### config.mk
export PLATFORM = sky130hd
export DESIGN_NAME = sdram_init_refresh_arbiter_flat
export DESIGN_NICKNAME = d
export VERILOG_FILES = /design/src/rtl/sdram_pkg.sv /design/src/rtl/sdram_init_refresh_arbiter_if.sv /design/src/rtl/sdram_refresh_timer.sv /design/src/rtl/sdram_init_refresh_arbiter.sv /design/src/flat_wrapper.sv
export SDC_FILE = /design/constraint.sdc
export NUM_CORES = 1
export LEC_CHECK = 0
export CAP_MARGIN = 20
export CORE_MARGIN = 1
export CORE_UTILIZATION = 40
export DETAILED_ROUTE_END_ITERATION = 10
export PLACE_DENSITY = 0.69
export SYNTH_ARGS = -nofsm -noshare
export SYNTH_HDL_FRONTEND = slang
export SYNTH_SLANG_ARGS = --single-unit
### constraint.sdc
create_clock -name clk -period 6.18 [get_ports clk]
set_input_delay 1.236 -clock clk [delete_from_list [all_inputs] [get_ports clk]]
set_output_delay 1.236 -clock clk [all_outputs]
set_load 0.1 [all_outputs]
### src/rtl/sdram_pkg.sv
// Shared SDRAM command encodings, arbiter state encoding and pin-bundle helper
// for the init/refresh arbiter.
package sdram_pkg;

  typedef enum logic [2:0] {
    CMD_MRS   = 3'b000,
    CMD_REF   = 3'b001,
    CMD_PRE   = 3'b010,
    CMD_ACT   = 3'b011,
    CMD_WRITE = 3'b100,
    CMD_READ  = 3'b101,
    CMD_BST   = 3'b110,
    CMD_NOP   = 3'b111
  } cmd_t;

  typedef enum logic [3:0] {
    ST_INIT_WAIT = 4'd0,
    ST_INIT_PRE  = 4'd1,
    ST_INIT_REF1 = 4'd2,
    ST_INIT_REF2 = 4'd3,
    ST_INIT_MRS  = 4'd4,
    ST_IDLE      = 4'd5,
    ST_ACCESS    = 4'd6,
    ST_REF_PRE   = 4'd7,
    ST_REF_CMD   = 4'd8
  } state_t;

  // Address bit that selects "all banks" on a PRECHARGE.
  localparam int A10_BIT = 10;
  localparam logic [12:0] ADDR_ALL_BANKS = 13'(1 << A10_BIT);

  typedef struct packed {
    logic        cs_n;
    logic [2:0]  cmd;
    logic [12:0] addr;
    logic [1:0]  ba;
  } pin_bus_t;

  // Chip select follows the command: deselected only for NOP.
  function automatic pin_bus_t f_pins(input logic [2:0] cmd, input logic [12:0] addr,
                                      input logic [1:0] ba);
    pin_bus_t p;
    p.cs_n = (cmd == CMD_NOP) ? 1'b1 : 1'b0;
    p.cmd  = cmd;
    p.addr = addr;
    p.ba   = ba;
    return p;
  endfunction

  localparam pin_bus_t PINS_NOP = pin_bus_t'({1'b1, 3'b111, 13'h0000, 2'b00});

endpackage

### src/rtl/sdram_init_refresh_arbiter_if.sv
// Access-engine handshake plus SDRAM pin bundle; slave is the arbiter side,
// master is the access-engine side.
interface sdram_init_refresh_arbiter_if;
  logic        acc_req;
  logic        acc_gnt;
  logic        acc_done;
  logic [2:0]  acc_cmd;
  logic [12:0] acc_addr;
  logic [1:0]  acc_ba;
  logic        refresh_pending;
  logic        init_done;
  logic        sdram_cke;
  logic        sdram_cs_n;
  logic        sdram_ras_n;
  logic        sdram_cas_n;
  logic        sdram_we_n;
  logic [12:0] sdram_addr;
  logic [1:0]  sdram_ba;

  modport slave (
    input  acc_req, acc_done, acc_cmd, acc_addr, acc_ba,
    output acc_gnt, refresh_pending, init_done,
    output sdram_cke, sdram_cs_n, sdram_ras_n, sdram_cas_n, sdram_we_n, sdram_addr, sdram_ba
  );

  modport master (
    output acc_req, acc_done, acc_cmd, acc_addr, acc_ba,
    input  acc_gnt, refresh_pending, init_done,
    input  sdram_cke, sdram_cs_n, sdram_ras_n, sdram_cas_n, sdram_we_n, sdram_addr, sdram_ba
  );
endinterface

### src/rtl/sdram_refresh_timer.sv
// Refresh interval timer and saturating count of owed refreshes; the timer
// only runs once init has completed.
module sdram_refresh_timer #(
  parameter int REFRESH_INTERVAL = 780,
  parameter int MAX_PENDING      = 8,
  localparam int PW              = $clog2(MAX_PENDING + 1)
) (
  input  logic          clk,
  input  logic          rst,
  input  logic          i_run,
  input  logic          i_ref_done,
  output logic          o_tick,
  output logic [PW-1:0] o_count,
  output logic          o_pending
);
  localparam int TW = $clog2(REFRESH_INTERVAL + 1);

  logic [TW-1:0] r_tmr;
  logic [PW-1:0] r_count;
  logic          r_pending;
  logic          w_tick;
  logic [PW-1:0] w_count_nxt;

  assign w_tick = i_run && (r_tmr == TW'(REFRESH_INTERVAL - 1));

  // A tick and a completion in the same cycle cancel out.
  always_comb begin
    w_count_nxt = r_count;
    if (w_tick && !i_ref_done) begin
      if (r_count != PW'(MAX_PENDING)) begin
        w_count_nxt = r_count + PW'(1);
      end else begin
        w_count_nxt = r_count;
      end
    end else if (i_ref_done && !w_tick) begin
      if (r_count != '0) begin
        w_count_nxt = r_count - PW'(1);
      end else begin
        w_count_nxt = r_count;
      end
    end else begin
      w_count_nxt = r_count;
    end
  end

  always_ff @(posedge clk or negedge rst) begin
    if (!rst) begin
      r_tmr     <= '0;
      r_count   <= '0;
      r_pending <= 1'b0;
    end else begin
      if (!i_run || w_tick) begin
        r_tmr <= '0;
      end else begin
        r_tmr <= r_tmr + TW'(1);
      end
      r_count   <= w_count_nxt;
      r_pending <= (w_count_nxt != '0);
    end
  end

  assign o_tick    = w_tick;
  assign o_count   = r_count;
  assign o_pending = r_pending;

endmodule

### src/rtl/sdram_init_refresh_arbiter.sv
// SDRAM command-bus owner: power-up init sequence, periodic auto-refresh and
// hand-off of the bus to the access engine between refreshes.
module sdram_init_refresh_arbiter
  import sdram_pkg::*;
#(
  parameter int          INIT_WAIT_CYCLES = 20000,
  parameter int          REFRESH_INTERVAL = 780,
  parameter int          T_RP             = 2,
  parameter int          T_RC             = 7,
  parameter int          T_MRD            = 2,
  parameter logic [12:0] MODE_REG         = 13'h0030,
  parameter int          MAX_PENDING      = 8
) (
  input  logic clk,
  input  logic rst,
  sdram_init_refresh_arbiter_if.slave bus
);
  localparam int CNT_W = $clog2(INIT_WAIT_CYCLES + T_RP + T_RC + T_MRD + 1);
  localparam int PW    = $clog2(MAX_PENDING + 1);

  state_t        r_state;
  logic [CNT_W-1:0] r_wait;
  logic          r_cke;
  logic          r_gnt;
  logic          r_init_done;
  pin_bus_t      r_pins;

  logic          w_tick;
  logic [PW-1:0] w_count;
  logic          w_pending;
  logic          w_ref_done;
  logic          w_more_ref;

  assign w_ref_done = (r_state == ST_REF_CMD) && (r_wait == '0);
  // Count as it will stand after this completion: still owed if >1 or a tick lands now.
  assign w_more_ref = (w_count > PW'(1)) || w_tick;

  sdram_refresh_timer #(
    .REFRESH_INTERVAL (REFRESH_INTERVAL),
    .MAX_PENDING      (MAX_PENDING)
  ) u_timer (
    .clk        (clk),
    .rst        (rst),
    .i_run      (r_init_done),
    .i_ref_done (w_ref_done),
    .o_tick     (w_tick),
    .o_count    (w_count),
    .o_pending  (w_pending)
  );

  // r_wait counts down to zero; the next command issues on the edge that sees zero.
  always_ff @(posedge clk or negedge rst) begin
    if (!rst) begin
      r_state     <= ST_INIT_WAIT;
      r_wait      <= CNT_W'(INIT_WAIT_CYCLES - 1);
      r_cke       <= 1'b0;
      r_gnt       <= 1'b0;
      r_init_done <= 1'b0;
      r_pins      <= PINS_NOP;
    end else begin
      r_cke <= 1'b1;
      case (r_state)
        ST_INIT_WAIT: begin
          if (r_wait == '0) begin
            r_pins  <= f_pins(CMD_PRE, ADDR_ALL_BANKS, 2'b00);
            r_wait  <= CNT_W'(T_RP - 1);
            r_state <= ST_INIT_PRE;
          end else begin
            r_pins <= PINS_NOP;
            r_wait <= r_wait - CNT_W'(1);
          end
        end
        ST_INIT_PRE: begin
          if (r_wait == '0) begin
            r_pins  <= f_pins(CMD_REF, 13'h0000, 2'b00);
            r_wait  <= CNT_W'(T_RC - 1);
            r_state <= ST_INIT_REF1;
          end else begin
            r_pins <= PINS_NOP;
            r_wait <= r_wait - CNT_W'(1);
          end
        end
        ST_INIT_REF1: begin
          if (r_wait == '0) begin
            r_pins  <= f_pins(CMD_REF, 13'h0000, 2'b00);
            r_wait  <= CNT_W'(T_RC - 1);
            r_state <= ST_INIT_REF2;
          end else begin
            r_pins <= PINS_NOP;
            r_wait <= r_wait - CNT_W'(1);
          end
        end
        ST_INIT_REF2: begin
          if (r_wait == '0) begin
            r_pins  <= f_pins(CMD_MRS, MODE_REG, 2'b00);
            r_wait  <= CNT_W'(T_MRD - 1);
            r_state <= ST_INIT_MRS;
          end else begin
            r_pins <= PINS_NOP;
            r_wait <= r_wait - CNT_W'(1);
          end
        end
        ST_INIT_MRS: begin
          r_pins <= PINS_NOP;
          if (r_wait == '0) begin
            r_init_done <= 1'b1;
            r_state     <= ST_IDLE;
          end else begin
            r_wait <= r_wait - CNT_W'(1);
          end
        end
        ST_IDLE: begin
          if (w_count != '0) begin
            r_pins  <= f_pins(CMD_PRE, ADDR_ALL_BANKS, 2'b00);
            r_wait  <= CNT_W'(T_RP - 1);
            r_state <= ST_REF_PRE;
          end else if (bus.acc_req) begin
            r_pins  <= PINS_NOP;
            r_gnt   <= 1'b1;
            r_state <= ST_ACCESS;
          end else begin
            r_pins <= PINS_NOP;
          end
        end
        ST_ACCESS: begin
          if (bus.acc_done) begin
            r_pins  <= PINS_NOP;
            r_gnt   <= 1'b0;
            r_state <= ST_IDLE;
          end else begin
            r_pins <= f_pins(bus.acc_cmd, bus.acc_addr, bus.acc_ba);
          end
        end
        ST_REF_PRE: begin
          if (r_wait == '0) begin
            r_pins  <= f_pins(CMD_REF, 13'h0000, 2'b00);
            r_wait  <= CNT_W'(T_RC - 1);
            r_state <= ST_REF_CMD;
          end else begin
            r_pins <= PINS_NOP;
            r_wait <= r_wait - CNT_W'(1);
          end
        end
        ST_REF_CMD: begin
          // The arbitration decision is taken on the completion edge so passes stay T_RP+T_RC apart.
          if (r_wait == '0) begin
            if (w_more_ref) begin
              r_pins  <= f_pins(CMD_PRE, ADDR_ALL_BANKS, 2'b00);
              r_wait  <= CNT_W'(T_RP - 1);
              r_state <= ST_REF_PRE;
            end else if (bus.acc_req) begin
              r_pins  <= PINS_NOP;
              r_gnt   <= 1'b1;
              r_state <= ST_ACCESS;
            end else begin
              r_pins  <= PINS_NOP;
              r_state <= ST_IDLE;
            end
          end else begin
            r_pins <= PINS_NOP;
            r_wait <= r_wait - CNT_W'(1);
          end
        end
        default: begin
          r_pins      <= PINS_NOP;
          r_gnt       <= 1'b0;
          r_init_done <= 1'b0;
          r_wait      <= CNT_W'(INIT_WAIT_CYCLES - 1);
          r_state     <= ST_INIT_WAIT;
        end
      endcase
    end
  end

  assign bus.acc_gnt         = r_gnt;
  assign bus.init_done       = r_init_done;
  assign bus.refresh_pending = w_pending;
  assign bus.sdram_cke       = r_cke;
  assign bus.sdram_cs_n      = r_pins.cs_n;
  assign bus.sdram_ras_n     = r_pins.cmd[2];
  assign bus.sdram_cas_n     = r_pins.cmd[1];
  assign bus.sdram_we_n      = r_pins.cmd[0];
  assign bus.sdram_addr      = r_pins.addr;
  assign bus.sdram_ba        = r_pins.ba;

endmodule

### src/flat_wrapper.sv
// flat-port wrapper written by rule: the top's interface ports become plain ports
module sdram_init_refresh_arbiter_flat import sdram_pkg::*;
#(
  parameter int          INIT_WAIT_CYCLES = 20000,
  parameter int          REFRESH_INTERVAL = 780,
  parameter int          T_RP             = 2,
  parameter int          T_RC             = 7,
  parameter int          T_MRD            = 2,
  parameter logic [12:0] MODE_REG         = 13'h0030,
  parameter int          MAX_PENDING      = 8
)
  (clk, rst, bus_acc_req, bus_acc_done, bus_acc_cmd, bus_acc_addr, bus_acc_ba, bus_acc_gnt, bus_refresh_pending, bus_init_done, bus_sdram_cke, bus_sdram_cs_n, bus_sdram_ras_n, bus_sdram_cas_n, bus_sdram_we_n, bus_sdram_addr, bus_sdram_ba);
  sdram_init_refresh_arbiter_if bus_i ();
  input  logic clk;
  input  logic rst;
  input wire logic [$bits(bus_i.acc_req)-1:0] bus_acc_req;
  input wire logic [$bits(bus_i.acc_done)-1:0] bus_acc_done;
  input wire logic [$bits(bus_i.acc_cmd)-1:0] bus_acc_cmd;
  input wire logic [$bits(bus_i.acc_addr)-1:0] bus_acc_addr;
  input wire logic [$bits(bus_i.acc_ba)-1:0] bus_acc_ba;
  output wire logic [$bits(bus_i.acc_gnt)-1:0] bus_acc_gnt;
  output wire logic [$bits(bus_i.refresh_pending)-1:0] bus_refresh_pending;
  output wire logic [$bits(bus_i.init_done)-1:0] bus_init_done;
  output wire logic [$bits(bus_i.sdram_cke)-1:0] bus_sdram_cke;
  output wire logic [$bits(bus_i.sdram_cs_n)-1:0] bus_sdram_cs_n;
  output wire logic [$bits(bus_i.sdram_ras_n)-1:0] bus_sdram_ras_n;
  output wire logic [$bits(bus_i.sdram_cas_n)-1:0] bus_sdram_cas_n;
  output wire logic [$bits(bus_i.sdram_we_n)-1:0] bus_sdram_we_n;
  output wire logic [$bits(bus_i.sdram_addr)-1:0] bus_sdram_addr;
  output wire logic [$bits(bus_i.sdram_ba)-1:0] bus_sdram_ba;
  assign bus_i.acc_req = bus_acc_req;
  assign bus_i.acc_done = bus_acc_done;
  assign bus_i.acc_cmd = bus_acc_cmd;
  assign bus_i.acc_addr = bus_acc_addr;
  assign bus_i.acc_ba = bus_acc_ba;
  assign bus_acc_gnt = bus_i.acc_gnt;
  assign bus_refresh_pending = bus_i.refresh_pending;
  assign bus_init_done = bus_i.init_done;
  assign bus_sdram_cke = bus_i.sdram_cke;
  assign bus_sdram_cs_n = bus_i.sdram_cs_n;
  assign bus_sdram_ras_n = bus_i.sdram_ras_n;
  assign bus_sdram_cas_n = bus_i.sdram_cas_n;
  assign bus_sdram_we_n = bus_i.sdram_we_n;
  assign bus_sdram_addr = bus_i.sdram_addr;
  assign bus_sdram_ba = bus_i.sdram_ba;
  sdram_init_refresh_arbiter #(.INIT_WAIT_CYCLES(INIT_WAIT_CYCLES), .REFRESH_INTERVAL(REFRESH_INTERVAL), .T_RP(T_RP), .T_RC(T_RC), .T_MRD(T_MRD), .MODE_REG(MODE_REG), .MAX_PENDING(MAX_PENDING)) u_core (.clk(clk), .rst(rst), .bus(bus_i));
endmodule
==> out/summary.txt <==
==================================================================================================
Status                                                                                   completed
Num rows                                                                                        32
Mux cell area share after synthesis                                                        0.7045%
Sequential area share after synthesis                                                       44.34%
Fin. Hold Viols                                                                                  0
Count of fill cells added during filler insertion                                              726
Die X-Extent                                                                              91.40 um
Total routing usage reported by global routing                                              18.31%
RSZ-0062 raised after global routing                                                         false
Total wire length                                                                         7.264 mm
Number of nets in the final layout                                                             419
Syn_nets                                                                                       386
Setup violations, final                                                                          0
Delay of the slowest cell on the worst path                                                1.12 ns
Distinct cells, synth                                                                           61
Area of the core                                                                      0.007727 mm2
Switching power summed over all nets                                                      836.2 uW
Worst setup margin                                                                        2.975 ns
Starting Density                                                                            41.37%
Die Y-Extent                                                                              91.40 um
Area share of xor/xnor cells in the synthesized design                                      2.466%
Post-CTS sizing                                                                                  0
Layout overhead on the synthesized area                                                     18.20%
Vias in the first global route                                                                2683
Detail Placement HPWL                                                                     5.187 mm
Detailed-routing iteration count for the pre-antenna-repair pass                                 4
Part of the cycle the worst path needs                                                      51.86%
Vias per cell                                                                                5.662
Power per standard cell area                                                          444.9 mW/mm2
Iteration-0 DRC Markers                                                                        234
Syn Std Cell Area                                                                     0.003197 mm2
Internal power summed over all cells                                                      844.8 uW
Shortest period the worst path allows                                                     3.205 ns
TNS Setup                                                                                     0 ns
First-pass GRT wire length                                                                12.58 mm
Layout cell share with drive strength beyond 1                                              8.673%
Family with the most delay on the worst path                                          buffers and inverters
Switching part of the total                                                                 49.74%
Worst-Margin Slew                                                                        0.9806 ns
Final number of max-transition violations                                                        0
Standard cell with the maximum stage delay on the critical path                       clkdlybuf4s50_1
Clock Root Buffer                                                                         clkbuf_8
Final ANT Viol Nets                                                                              0
Non-Filler Cell Area, Final                                                           0.003779 mm2
Crit path capture type                                                                primary output
Clk network pwr share                                                                        12.2%
Crit path max fanout                                                                             1
Worst hold slack                                                                         0.5003 ns
Max-cap violations                                                                               0
Slew margin rel.                                                                            34.42%
H-tree Lvls                                                                                      2
Largest family of logic cells by synthesized area                                     simple AND/OR/NAND/NOR gates
Total Die Area                                                                        0.008354 mm2
Pin count of the biggest net entering global routing                                            57
Post-Place Worst Slack                                                                    3.202 ns
Post-place instance area                                                              0.003690 mm2
Via count                                                                                     2797
Max Buffers Root-to-Sink                                                                         2
GR Overflow Total                                                                                0
Cts hold-fix bufs                                                                                0
Area share of fa/ha/maj cells after synthesis                                               2.348%
Sequential share of power                                                                    35.8%
Average wire per cell in the routed design                                                14.70 um
Number of antenna violations at the first check in global routing                                0
Synthesized-area fraction occupied by ao, oa, aoi and oai cells                             21.37%
Combinational Power Share                                                                    52.0%
Post-synth ARST share                                                                       100.0%
Maximum clock frequency                                                                 0.3120 GHz
I/O Buffers                                                                                     44
Worst setup skew after layout                                                          0.009602 ns
Class of the most critical setup path                                                 flop to primary output
Tightest Hold Check Type                                                              flop to flop
Drt drc                                                                                          0
Worst EP required                                                                          4.94 ns
Startpoint kind of the worst setup timing path                                                flop
Gate count of the mapped netlist                                                               358
Setup bufs post-CTS                                                                              0
Number of enable flip-flop cells after synthesis                                                 0
Crit path buf inv count                                                                          1
I/O pin total                                                                                   45
Number of clock sinks seen by CTS                                                               56
Number of flip-flops and latches in the synthesized netlist                                     56
Data arrival, critical path                                                                1.97 ns
Antenna fix cells                                                                                0
Clock transition time at the flip-flop clock pins of the worst setup and hold paths        0.11 ns
CTS tree                                                                                       yes
Synth Flop Type                                                                            dfrtp_1
Max IR drop VDD                                                                          0.1918 mV
Sequence of cells on the critical path                                                clkdlybuf4s50_1
Routability cong.                                                                           0.8410
Reg-to-reg slack, setup                                                                    3.33 ns
Post-Synthesis Mean Instance Area                                                        8.930 um2
Final core area utilization                                                                 48.90%
Leakage power of the design                                                            0.001534 uW
Clock buffer count from CTS                                                                      5
Area share of and/or/nand/nor cells after synthesis                                         24.93%
Syn. warnings                                                                                    0
Skew-Pair Late Insertion Delay                                                             0.31 ns
==================================================================================================
## synthesized netlist by cell type (3+ instances only)
master	n	share of area, %
nor4_1	3	0.59
a21boi_0	4	0.94
a21o_1	4	0.94
nand4_1	4	0.78
o22ai_1	5	0.98
dfrtp_1	43	34
dfstp_2	13	11
a22o_1	3	0.82
o31ai_1	3	0.70
nor2_1	40	4.7
or2_2	3	0.59
o21ai_0	39	6.1
nand3_1	16	2.5
a21oi_1	19	3.0
a31oi_1	10	2.0
xor2_1	5	1.4
o211ai_1	3	0.70
nand2_1	23	2.7
nor3_1	15	2.3
and2_1	13	2.5
nand2b_1	7	1.4
clkbuf_1	14	1.6
inv_1	11	1.3
and4_1	4	1.1
ha_1	6	2.3
xnor2_1	4	1.1
## path summary, 6_finish.rpt
| kind | from | endpoint | depth (start not counted) |
|---|---|---|---|
| setup / recovery | u_core.bus.sdram_cas_n$_DFF_PN1_ | bus_sdram_cas_n | 1 |
| hold / removal | u_core.u_timer.r_tmr[0]$_DFF_PN0_ | u_core.u_timer.r_tmr[0]$_DFF_PN0_ | 1 |
| setup reg to reg | u_core.r_state[2]$_DFFE_PN0P_ | u_core.r_state[1]$_DFFE_PN0P_ | 5 |
| hold reg to reg | u_core.u_timer.r_tmr[0]$_DFF_PN0_ | u_core.u_timer.r_tmr[0]$_DFF_PN0_ | 1 |
| max in group asynchronous | rst | u_core.bus.sdram_addr[5]$_DFF_PN0_ | 2 |
| min in group asynchronous | rst | u_core.u_timer.o_pending$_DFF_PN0_ | 2 |
## placed cells by master (no fill, tap or decap), drive strengths merged, types with 11 or more instances in the layout
master          n
o21ai          41
nor2           40
nor3           15
dfrtp          43
clkdlybuf4s50  43
nand2          23
a21oi          20
nand3          16
inv            11
and2           13
dfstp          13
## routing by layer
metal,vias up,GRT usage (%),share of wire [%]
met5,-,0,0
met4,0,5.688,1.5
met3,10,2.429,4.4
met2,80,30.08,48
met1,1337,24.97,46
li1,1370,-,-
## power groups by stage
stage	combinational, uW	sequential (uW)	clock [uW]
2_1_floorplan	528	746	0
3_3_place_gp	861	600	0
3_5_place_dp	871	604	0
4_1_cts	876	598	214
5_1_grt	968	617	224
6_report	874	601	205
## cell type report
type | instances | area [um2] | share of cell area, %
inverters | 11 | 41.29 | 1.093
repair buffers | 45 | 442.9 | 11.72
well taps | 102 | 127.6 | 3.377
clock inverters | 2 | 16.27 | 0.4305
clock buffers | 6 | 72.57 | 1.921
flip-flops and latches | 56 | 1418 | 37.52
multi-input cells | 272 | 1660 | 43.94
## stage by stage
step           std cells  power (uW)
6_report             494        1681
5_1_grt              494        1808
4_1_cts              494        1688
3_5_place_dp         486        1475
3_3_place_gp         486        1460
2_1_floorplan        358        1274
## flip-flops by register name, summed over array words and instances (netlist names), 2 cells and up
register and flops:
u_core.u_timer.r_tmr 10, u_core.u_timer.o_count 4, u_core.r_wait 15, u_core.bus.sdram_addr 13
u_core.bus.sdram_ba 2, u_core.r_state 4
## cells by family after synthesis
group | count (synthesis)
other | 1
and+or+nand+nor | 145
DFF | 56
buffers and inverters | 30
AOI/OAI and AO/OA | 109
adders and majority gates | 6
muxes | 2
xor gates and xnor gates | 9
Power figures use the tool's default switching activity.
==> RTL edit: new RTL, same flow settings <==
Reset style: synchronous (`rst`), changed in 2 clocked blocks.
--- a/src/rtl/sdram_refresh_timer.sv
+++ b/src/rtl/sdram_refresh_timer.sv
@@ -43,7 +43,7 @@
     end
   end
 
-  always_ff @(posedge clk or negedge rst) begin
+  always_ff @(posedge clk) begin
     if (!rst) begin
       r_tmr     <= '0;
       r_count   <= '0;
--- a/src/rtl/sdram_init_refresh_arbiter.sv
+++ b/src/rtl/sdram_init_refresh_arbiter.sv
@@ -49,7 +49,7 @@
   );
 
   // r_wait counts down to zero; the next command issues on the edge that sees zero.
-  always_ff @(posedge clk or negedge rst) begin
+  always_ff @(posedge clk) begin
     if (!rst) begin
       r_state     <= ST_INIT_WAIT;
       r_wait      <= CNT_W'(INIT_WAIT_CYCLES - 1);
Function: differs if rst is asserted again (counterexample within 4 cycles, from zero or initial values and one cycle with rst low); with rst held inactive, the same outputs for 10 cycles.
==> RTL edit against the original RTL <==
Synthesized area decreased by 3.8%. Maximum frequency decreased by 2.2%. Cell count increased by 4.7%. Sequential cell count unchanged. Final area decreased by 4.0%. Setup slack got worse by 73 ps. Routed wire length increased by 0.84%. Sequential share of layout area decreased by 6.6 points. Worst hold slack got worse by 33 ps. Die area decreased by 3.8%. Non-clock buffer count unchanged. Register-to-register slack got worse by 430 ps. Largest cell class unchanged.
Power is not compared: it rests on default switching activity, and its combinational part moved more than twofold at a synthesized area within 25%.
==> RTL edit: results <==
set metrics [dict create \
    grt_max_degree 30 \
    layout.nets 445 \
    place_area_sq_um 3530 \
    synth_commonest_cells "dfxtp_1, nor2_1, o21ai_0, a21oi_1, nand2_1" \
    synth-seq-area-share_pct 36.5 \
    drt_iter0_markers 227 \
    drive_gt1_share_pct 3.83 \
    grt_usage_pct 18.6 \
    wl_mm 7.33 \
    finalClockSkew_ps 4.53 \
    path_clk_slew_ps 100 \
    vias 2909 \
    synth_cell_types 67 \
    synth.avg_cell_area_sq_um 7.88 \
    root_buffer "clkbuf_8" \
    gp_congestion 0.860 \
    cts_made_buffers 5 \
    slowest_delay_ps 1030 \
    grt_pass1_vias 2522 \
    h-tree-depth 2 \
    nFillCells 691 \
    p_leak_nw 1.20 \
    dp.cells 509 \
    synth.area.top_cells "dfxtp_1, o21ai_0, nor2_1" \
    viasPerCell 5.63 \
    clock_latency_ps 310 \
    ys_async_sr_fraction_pct 0 \
    grt_pass1_wl_mm 11.8 \
    maxSlewHeadroom_pct 28.4 \
    dr.pass1.iters 5 \
    critPathMaxFanout 16 \
    status "finished, final reports clean" \
    peakVddDrop_v 0.0000907 \
    syn-num-nets 418 \
    slowest_stage "o21ai_1" \
    hpwlAfterDp_mm 5.28 \
    yosys_most_used_dff "dfxtp_1" \
]
RTL edit: final cells by class:
type	instances	area [sq um]	area share, %
clock inverter	3	23.8	0.656
tap	99	124	3.42
sequential	56	1120	30.9
inverter	13	48.8	1.35
timing repair buffer	45	448	12.4
clock buffer	5	68.8	1.90
multi-input combinational	296	1790	49.4
RTL edit: per-layer routing:
metal | vias up | wire [um] | global-route usage (%)
li1 | 1476 | - | -
met1 | 1347 | 3540 | 26.1
met2 | 75 | 3320 | 29.5
met3 | 11 | 371 | 3.11
met4 | 0 | 99 | 4.91
met5 | - | 0 | 0
RTL edit: cell families after synthesis:
family,after synthesis,share of synthesized area (%)
flip-flops,56,36.5
XOR/XNOR,11,3.13
multiplexers,2,0.651
AO/OA/AOI/OAI,123,26.0
AND/OR/NAND/NOR,154,26.0
buffers and inverters,38,5.25
adder cells (fa/ha/maj),6,2.44
RTL edit: worst paths after layout:
check	from	endpoint	slack [ps]	cells past startpoint
setup / recovery	u_core.r_wait[0]	u_core.r_state[0]	2900	7
hold / removal	u_core.u_timer.r_tmr[0]	u_core.u_timer.r_tmr[0]	470	1
setup reg to reg	u_core.r_wait[0]	u_core.r_state[0]	2900	7
hold reg to reg	u_core.u_timer.r_tmr[0]	u_core.u_timer.r_tmr[0]	470	1
RTL edit: power by group through the flow:
stage	logic, mW	clock network (mW)	registers, mW
global route	0.0417	0.227	0.366
global placement	0.0373	0	0.374
CTS	0.0382	0.210	0.366
detailed placement	0.0379	0	0.374
floorplan	0.0173	0	0.376
finish	0.0381	0.203	0.366
RTL edit: critical path: cells and delay by family, from the launching register on:
| kind | cells | cell delay, ps |
|---|---|---|
| AO/OA/AOI/OAI | 2 | 1380 |
| AND/OR/NAND/NOR | 2 | 940 |
| flip-flops | 1 | 340 |
| multiplexers | 1 | 190 |
| adder cells (fa/ha/maj) | 1 | 160 |
| buffers and inverters | 1 | 130 |
RTL edit: metrics by stage:
| stage | setup slack (ps) | hold slack [ps] | power, mW |
|---|---|---|---|
| floorplan | 3690 | 426 | 0.393 |
| global placement | 2750 | 439 | 0.411 |
| detailed placement | 2660 | 445 | 0.412 |
| CTS | 2890 | 468 | 0.613 |
| global route | 2600 | 493 | 0.634 |
| finish | 2900 | 467 | 0.607 |
